<file path="config.mk">
export PLATFORM = sky130hd
export DESIGN_NAME = vpu_writeback_collector
export DESIGN_NICKNAME = d
export VERILOG_FILES = /design/src/rtl/vpu_writeback_collector.sv
export SDC_FILE = /design/constraint.sdc
export NUM_CORES = 1
export LEC_CHECK = 0
export BUFFER_PORTS_ARGS = -buffer_cell sky130_fd_sc_hd__buf_2
export CORE_ASPECT_RATIO = 1.1
export CORE_MARGIN = 3
export CORE_UTILIZATION = 50
export DETAILED_ROUTE_END_ITERATION = 12
export PLACE_DENSITY_LB_ADDON = 0.08
export SLEW_MARGIN = 5
export SYNTH_ARGS = -nofsm -noshare
export SYNTH_HDL_FRONTEND = slang
export SYNTH_SLANG_ARGS = --single-unit
export TNS_END_PERCENT = 1
</file>
<file path="constraint.sdc">
create_clock -name clk -period 3.6 [get_ports clk]
set_clock_uncertainty 0.1 [all_clocks]
set_input_delay 0.18 -clock clk [delete_from_list [all_inputs] [get_ports clk]]
set_output_delay 0.18 -clock clk [all_outputs]
set_load 0.02 [all_outputs]
</file>
<file path="src/rtl/vpu_writeback_collector.sv">
// Re-aligns the two skewed VPU lanes in per-lane FIFOs and writes each {lane2, lane1} pair to the unified buffer;
// wr_en rises 2 cycles after the later lane of a pair; wr_ready stalls are absorbed by the FIFOs, the VPU is never stalled.
module vpu_writeback_collector #(
    parameter int DATA_W     = 16,
    parameter int ADDR_W     = 8,
    parameter int FIFO_DEPTH = 4
) (
    input  logic                clk,
    input  logic                rst,
    input  logic                start,
    input  logic [ADDR_W-1:0]   base_addr,
    input  logic [ADDR_W-1:0]   num_rows,
    input  logic [DATA_W-1:0]   vpu_data_in_1,
    input  logic [DATA_W-1:0]   vpu_data_in_2,
    input  logic                vpu_valid_in_1,
    input  logic                vpu_valid_in_2,
    output logic                wr_en,
    output logic [ADDR_W-1:0]   wr_addr,
    output logic [2*DATA_W-1:0] wr_data,
    input  logic                wr_ready,
    output logic                busy,
    output logic                done,
    output logic                overflow
);
    localparam int PTR_W = $clog2(FIFO_DEPTH);
    localparam logic [PTR_W:0]    PTR_ONE  = 1;
    localparam logic [ADDR_W-1:0] ADDR_ONE = 1;

    typedef enum logic [1:0] {S_IDLE, S_COLLECT, S_DONE} state_t;
    typedef struct packed {
        logic [DATA_W-1:0] lane2;
        logic [DATA_W-1:0] lane1;
    } pair_t;

    state_t            state_q, state_d;
    logic [ADDR_W-1:0] num_rows_q, num_rows_d;
    logic [ADDR_W-1:0] wr_cnt_q, wr_cnt_d;
    logic [ADDR_W-1:0] wr_addr_q, wr_addr_d;
    logic [ADDR_W-1:0] push_cnt_q [2];
    logic [ADDR_W-1:0] push_cnt_d [2];
    logic [DATA_W-1:0] mem_q [2][FIFO_DEPTH];
    logic [DATA_W-1:0] mem_d [2][FIFO_DEPTH];
    logic [PTR_W:0]    wptr_q [2];
    logic [PTR_W:0]    wptr_d [2];
    logic [PTR_W:0]    rptr_q [2];
    logic [PTR_W:0]    rptr_d [2];
    logic              wr_en_q, wr_en_d;
    logic              overflow_q, overflow_d;
    pair_t             wr_data_q, wr_data_d, head_dat;

    logic [1:0]              fifo_empty, fifo_full, lane_vld;
    logic [1:0][DATA_W-1:0]  lane_dat, head_lane;
    logic                    pair_load, wr_accept;

    assign lane_vld = {vpu_valid_in_2, vpu_valid_in_1};
    assign lane_dat = {vpu_data_in_2, vpu_data_in_1};

    // Pointers carry one extra wrap bit so full and empty are distinguishable.
    always_comb begin
        for (int k = 0; k < 2; k++) begin
            fifo_empty[k] = (wptr_q[k] == rptr_q[k]);
            fifo_full[k]  = (wptr_q[k][PTR_W] != rptr_q[k][PTR_W]) &&
                            (wptr_q[k][PTR_W-1:0] == rptr_q[k][PTR_W-1:0]);
            head_lane[k]  = mem_q[k][rptr_q[k][PTR_W-1:0]];
        end
    end

    assign head_dat  = {head_lane[1], head_lane[0]};
    assign wr_accept = wr_en_q & wr_ready;
    assign pair_load = (state_q == S_COLLECT) & ~fifo_empty[0] & ~fifo_empty[1] & (~wr_en_q | wr_ready);

    always_comb begin
        state_d    = state_q;
        num_rows_d = num_rows_q;
        wr_cnt_d   = wr_cnt_q;
        wr_addr_d  = wr_addr_q;
        push_cnt_d = push_cnt_q;
        mem_d      = mem_q;
        wptr_d     = wptr_q;
        rptr_d     = rptr_q;
        wr_en_d    = wr_en_q;
        wr_data_d  = wr_data_q;
        overflow_d = overflow_q;

        if (wr_accept) begin
            wr_addr_d = wr_addr_q + ADDR_ONE;
            wr_cnt_d  = wr_cnt_q + ADDR_ONE;
        end

        if (pair_load) begin
            rptr_d[0] = rptr_q[0] + PTR_ONE;
            rptr_d[1] = rptr_q[1] + PTR_ONE;
            wr_data_d = head_dat;
            wr_en_d   = 1'b1;
        end else if (wr_accept) begin
            wr_en_d = 1'b0;
        end

        case (state_q)
            S_IDLE: begin
                if (start) begin
                    num_rows_d    = num_rows;
                    wr_addr_d     = base_addr;
                    wr_cnt_d      = '0;
                    push_cnt_d[0] = '0;
                    push_cnt_d[1] = '0;
                    overflow_d    = 1'b0;
                    state_d       = (num_rows == '0) ? S_DONE : S_COLLECT;
                end
            end
            S_COLLECT: begin
                // A full FIFO popped this cycle frees its slot, so the push still lands.
                for (int k = 0; k < 2; k++) begin
                    if (lane_vld[k]) begin
                        if (push_cnt_q[k] == num_rows_q || (fifo_full[k] && !pair_load)) begin
                            overflow_d = 1'b1;
                        end else begin
                            mem_d[k][wptr_q[k][PTR_W-1:0]] = lane_dat[k];
                            wptr_d[k]     = wptr_q[k] + PTR_ONE;
                            push_cnt_d[k] = push_cnt_q[k] + ADDR_ONE;
                        end
                    end
                end
                if (wr_accept && (wr_cnt_q + ADDR_ONE) == num_rows_q) begin
                    state_d = S_DONE;
                end
            end
            default: state_d = S_IDLE;
        endcase
    end

    always_ff @(posedge clk) begin
        if (rst) begin
            state_q    <= S_IDLE;
            num_rows_q <= '0;
            wr_cnt_q   <= '0;
            wr_addr_q  <= '0;
            wr_en_q    <= 1'b0;
            wr_data_q  <= '0;
            overflow_q <= 1'b0;
            for (int k = 0; k < 2; k++) begin
                push_cnt_q[k] <= '0;
                wptr_q[k]     <= '0;
                rptr_q[k]     <= '0;
            end
        end else begin
            state_q    <= state_d;
            num_rows_q <= num_rows_d;
            wr_cnt_q   <= wr_cnt_d;
            wr_addr_q  <= wr_addr_d;
            wr_en_q    <= wr_en_d;
            wr_data_q  <= wr_data_d;
            overflow_q <= overflow_d;
            push_cnt_q <= push_cnt_d;
            wptr_q     <= wptr_d;
            rptr_q     <= rptr_d;
        end
    end

    // Storage needs no reset: reset empties the FIFOs through the pointers.
    always_ff @(posedge clk) begin
        mem_q <= mem_d;
    end

    assign wr_en    = wr_en_q;
    assign wr_addr  = wr_addr_q;
    assign wr_data  = wr_data_q;
    assign busy     = (state_q == S_COLLECT);
    assign done     = (state_q == S_DONE);
    assign overflow = overflow_q;
endmodule

</file>
==> flow_summary.html <==
<table>
<tr><th>Metric</th><th>Value</th></tr>
<tr><th colspan="2">Outcome</th></tr>
<tr><td>Run status</td><td>finished clean</td></tr>
<tr><th colspan="2">Drt</th></tr>
<tr><td>Residual DRC</td><td>0</td></tr>
<tr><td>Drt via density</td><td>5.45</td></tr>
<tr><td>Number of detailed-route iterations in the first pass</td><td>4</td></tr>
<tr><td>Average wire per standard cell</td><td>17.3 um</td></tr>
<tr><td>Antenna Nets Post-Route</td><td>0</td></tr>
<tr><td>Total via count after detailed routing</td><td>between 6000 and 7000</td></tr>
<tr><td>Initial DRC count</td><td>between 200 and 300</td></tr>
<tr><td>Wirelength, routed</td><td>19.2 mm</td></tr>
<tr><th colspan="2">Global route</th></tr>
<tr><td>Largest net degree at the start of global routing</td><td>35</td></tr>
<tr><td>Antenna violations before repair</td><td>0</td></tr>
<tr><td>Vias in the first global route</td><td>6260</td></tr>
<tr><td>Overall Global Routing Usage</td><td>19.7%</td></tr>
<tr><td>First-pass GRT wire length</td><td>~32 mm</td></tr>
<tr><td>Total global routing overflow</td><td>0</td></tr>
<tr><th colspan="2">Clocking</th></tr>
<tr><td>Clock latency reported for the late side of the worst-skew pair</td><td>510 ps</td></tr>
<tr><td>Buffer depth of the longest clock path</td><td>3</td></tr>
<tr><td>Max H-tree Level</td><td>1</td></tr>
<tr><td>Post-cts resize count</td><td>0</td></tr>
<tr><td>Post-CTS Setup Inserts</td><td>0</td></tr>
<tr><td>Post-cts hold buffer count</td><td>50</td></tr>
<tr><td>Number of clock sinks</td><td>216</td></tr>
<tr><td>Total CTS buffers</td><td>24</td></tr>
<tr><td>TritonCTS clock tree</td><td>done</td></tr>
<tr><td>CTS root buf</td><td>clkbuf_16</td></tr>
<tr><td>Clock-pin transition on the worst setup and hold timing paths</td><td>60 ps</td></tr>
<tr><th colspan="2">Timing</th></tr>
<tr><td>Final setup violation count</td><td>0</td></tr>
<tr><td>Count of final max-slew check failures</td><td>0</td></tr>
<tr><td>Portion of the clock cycle consumed by the worst path in the final layout</td><td>73.7%</td></tr>
<tr><td>Shortest period the worst path allows</td><td>2650 ps</td></tr>
<tr><td>RSZ-0062 raised after global routing</td><td>false</td></tr>
<tr><td>Top achievable clock speed</td><td>377 MHz</td></tr>
<tr><td>Worst Max-Slew Pin Slew</td><td>1040 ps</td></tr>
<tr><td>Worst-case headroom to the max-slew limit</td><td>30.6%</td></tr>
<tr><td>Final setup TNS</td><td>0 ps</td></tr>
<tr><td>Number of failing hold endpoints at the final stage</td><td>0</td></tr>
<tr><th colspan="2">Pwr</th></tr>
<tr><td>Power density cells</td><td>between 500 and 600 mW/mm^2</td></tr>
<tr><td>Leakage power</td><td>approximately 3.9 nW</td></tr>
<tr><td>Peak ir drop on the vdd network</td><td>about 0.00048 V</td></tr>
<tr><th colspan="2">Floorplanning</th></tr>
<tr><td>DIE AREA</td><td>0.0197 sq mm</td></tr>
<tr><td>Height of the die</td><td>147 um</td></tr>
<tr><td>Number of placement rows</td><td>50</td></tr>
<tr><td>Initial core utilization</td><td>52.0%</td></tr>
<tr><td>Core Area</td><td>0.0173 sq mm</td></tr>
<tr><td>Die Wd</td><td>134 um</td></tr>
<tr><td># IOs</td><td>98</td></tr>
<tr><th colspan="2">Critical path</th></tr>
<tr><td>Worst-case register-to-register setup slack</td><td>950 ps</td></tr>
<tr><td>Kind of end point of the critical path</td><td>flip-flop</td></tr>
<tr><td>CP arrival</td><td>2760 ps</td></tr>
<tr><td>R2R depth</td><td>5</td></tr>
<tr><td>RR Endpoint</td><td>mem_q[9]</td></tr>
<tr><td>Required time at the worst-slack endpoint</td><td>3710 ps</td></tr>
<tr><td>Crit Reg-Reg Startpoint</td><td>state_q[1]</td></tr>
<tr><td>Setup Crit Path Kind</td><td>flip-flop to flip-flop</td></tr>
<tr><td>Nature of the critical path startpoint</td><td>flip-flop</td></tr>
<tr><td>CP max FO</td><td>11</td></tr>
<tr><th colspan="2">Layout</th></tr>
<tr><td>Number of fill cells</td><td>1337</td></tr>
<tr><td>Final core area utilization</td><td>about 64%</td></tr>
<tr><td>Layout Cell Area excl Fill</td><td>0.0111 sq mm</td></tr>
<tr><td>Net count reported at finish</td><td>923</td></tr>
<tr><td>Number of antenna repair diodes</td><td>0</td></tr>
<tr><td>Area delta synth-&gt;final</td><td>22.6%</td></tr>
<tr><td>Share of cells above drive strength 1</td><td>20.6%</td></tr>
<tr><th colspan="2">Placement</th></tr>
<tr><td>Count of buffers inserted at the top-level ports</td><td>97</td></tr>
<tr><td>Placed standard-cell area</td><td>0.00973 sq mm</td></tr>
<tr><td>Post-detailed-placement half-perimeter wirelength</td><td>between 10 and 15 mm</td></tr>
<tr><td>Gpl congestion</td><td>0.840</td></tr>
<tr><th colspan="2">Yosys</th></tr>
<tr><td>Number of synthesized register bits</td><td>216</td></tr>
<tr><td>Yosys cell types</td><td>55</td></tr>
<tr><td>Count of mapped cells out of synthesis</td><td>705</td></tr>
<tr><td>Syn. warnings</td><td>0</td></tr>
<tr><td>Post-synthesis sequential area ratio</td><td>62.2%</td></tr>
<tr><td>Top flip-flop cell by instance count after synthesis</td><td>edfxtp_1</td></tr>
<tr><td>Mean instance size in the synthesized netlist</td><td>12.8 sq um</td></tr>
<tr><td>Async set-reset flop share out of synthesis</td><td>0%</td></tr>
<tr><td>Summed instance area of the synthesized netlist</td><td>0.00901 sq mm</td></tr>
<tr><td>EDFF count, synth</td><td>128</td></tr>
<tr><td>Number of nets in the synthesized netlist</td><td>773</td></tr>
<tr><th colspan="2">Worst hold path</th></tr>
<tr><td>Min-Delay Endpoint</td><td>wr_data[0]</td></tr>
<tr><td>Hold Path Origin</td><td>rst</td></tr>
<tr><td>Instance count along the most critical hold path</td><td>2</td></tr>
<tr><td>Kind of path behind the tightest hold check</td><td>primary input to flip-flop</td></tr>
<tr><th colspan="2">Run</th></tr>
<tr><td>Number of max-cap violations</td><td>0</td></tr>
</table>
## worst max path at each step
stage               startpoint         to  cells past startpoint
CTS                 state_q[1]   mem_q[9]                      5
finish              state_q[1]   mem_q[9]                      5
detailed placement  state_q[1]  mem_q[13]                      5
global placement    state_q[1]  mem_q[13]                      5
global route        state_q[0]  mem_q[14]                      5
floorplan            rptr_q[1]  mem_q[64]                      6
## flip-flops by register name, indices dropped and copies added (netlist names)
signal / flops
wr_data: 32
num_rows_q: 8
mem_q: 128
wptr_q: 6
rptr_q: 6
wr_addr: 8
overflow: 1
wr_cnt_q: 8
wr_en: 1
push_cnt_q: 16
state_q: 2
## Yosys cell counts, types with 4 or more instances
library cell,n,share of area [%]
nand4_1,12,0.83
nand2b_1,9,0.62
o211ai_1,6,0.50
nor3_1,7,0.39
nor2b_1,6,0.42
inv_1,8,0.33
edfxtp_1,128,43
a211oi_1,7,0.58
mux4_2,26,6.5
nand3_1,18,1.0
nor2_1,26,1.1
and2_1,6,0.42
xor2_1,9,0.87
dfxtp_1,88,20
a311oi_1,5,0.49
o21ai_0,13,0.72
mux4_1,6,1.7
ha_1,14,1.9
or4_1,7,0.58
clkbuf_1,28,1.2
a21oi_1,60,3.3
and3_1,9,0.62
buf_2,6,0.33
xnor2_1,34,3.3
or3_1,10,0.69
o31ai_1,4,0.33
nand2_1,110,4.6
## kinds of logic after synthesis
family | count (synthesis) | share of synthesized area, %
buffers and inverters | 48 | 2.42
DFF | 216 | 62.2
xor gates and xnor gates | 44 | 4.36
adders and majority gates | 14 | 1.94
muxes | 35 | 8.60
AOI/OAI and AO/OA | 118 | 8.37
and+or+nand+nor | 230 | 12.1
## critical path, stage by stage (launching register included)
cell and delay [ps]:
dfxtp_1 350, nand2b_1 300, a311oi_1 380, o32a_1 430, and3_1 510, buf_4 280
## final cells by class
| class | count | area [sq um] | area share (%) |
|---|---|---|---|
| sequential | 216 | 5610 | 50.7 |
| multi-input combinational | 441 | 3190 | 28.8 |
| timing repair buffer | 163 | 1110 | 10.0 |
| clock buffer | 34 | 669 | 6.06 |
| tap | 234 | 293 | 2.65 |
| clock inverter | 10 | 155 | 1.40 |
| inverter | 9 | 33.8 | 0.306 |
## routing by layer
| layer | vias up | share of wire, % | global-route usage (%) |
|---|---|---|---|
| li1 | 2928 | - | - |
| met1 | 2950 | 43 | 25.0 |
| met2 | 126 | 50 | 35.2 |
| met3 | 31 | 4.7 | 3.05 |
| met4 | 0 | 1.9 | 5.50 |
| met5 | - | 0 | 0 |
## through the flow
step | cells | hold slack [ps] | power [W] | setup WS, ps
after floorplan | 705 | 179 | 0.00296 | 1140
after global placement | 1013 | 292 | 0.00306 | 999
after detailed placement | 1013 | 295 | 0.00307 | 938
after CTS | 1107 | 33.9 | 0.00564 | 919
after global routing | 1107 | 59.3 | 0.00578 | 750
final | 1107 | 56.6 | 0.00559 | 946
## power breakdown
group,internal [W],switching (W),leakage (nW)
clock,0.00158,0.000942,0.401
combinational,0.000153,0.000208,1.60
sequential,0.00267,0.0000375,1.87
total,0.00440,0.00119,3.87
## cell usage in the layout, fill, tap and decap left out, types with 3 or more instances in the layout
cell / netlist / routed
nor2b_1: 6 / 6
nand4_1: 12 / 12
mux4_2: 26 / 26
and3_1: 9 / 9
o21ai_1: 3 / 3
a311oi_1: 5 / 5
ha_1: 14 / 14
o21ai_0: 13 / 13
bufinv_16: 0 / 4
edfxtp_1: 128 / 128
inv_1: 8 / 8
or3_1: 10 / 10
clkbuf_1: 28 / 8
dlygate4sd3_1: 0 / 50
nand3_1: 18 / 18
or4_1: 7 / 7
buf_2: 6 / 97
a211oi_1: 7 / 7
nor2_1: 26 / 26
and2_1: 6 / 6
o211ai_1: 6 / 6
o31ai_1: 4 / 4
a21oi_1: 60 / 60
nand2b_1: 9 / 9
clkbuf_16: 0 / 25
buf_4: 2 / 16
xor2_1: 9 / 9
nor3_1: 7 / 7
nor4_1: 3 / 3
nand2_1: 110 / 110
dfxtp_1: 88 / 88
xnor2_1: 34 / 34
mux4_1: 6 / 6
(Power assumes the default switching activity.)
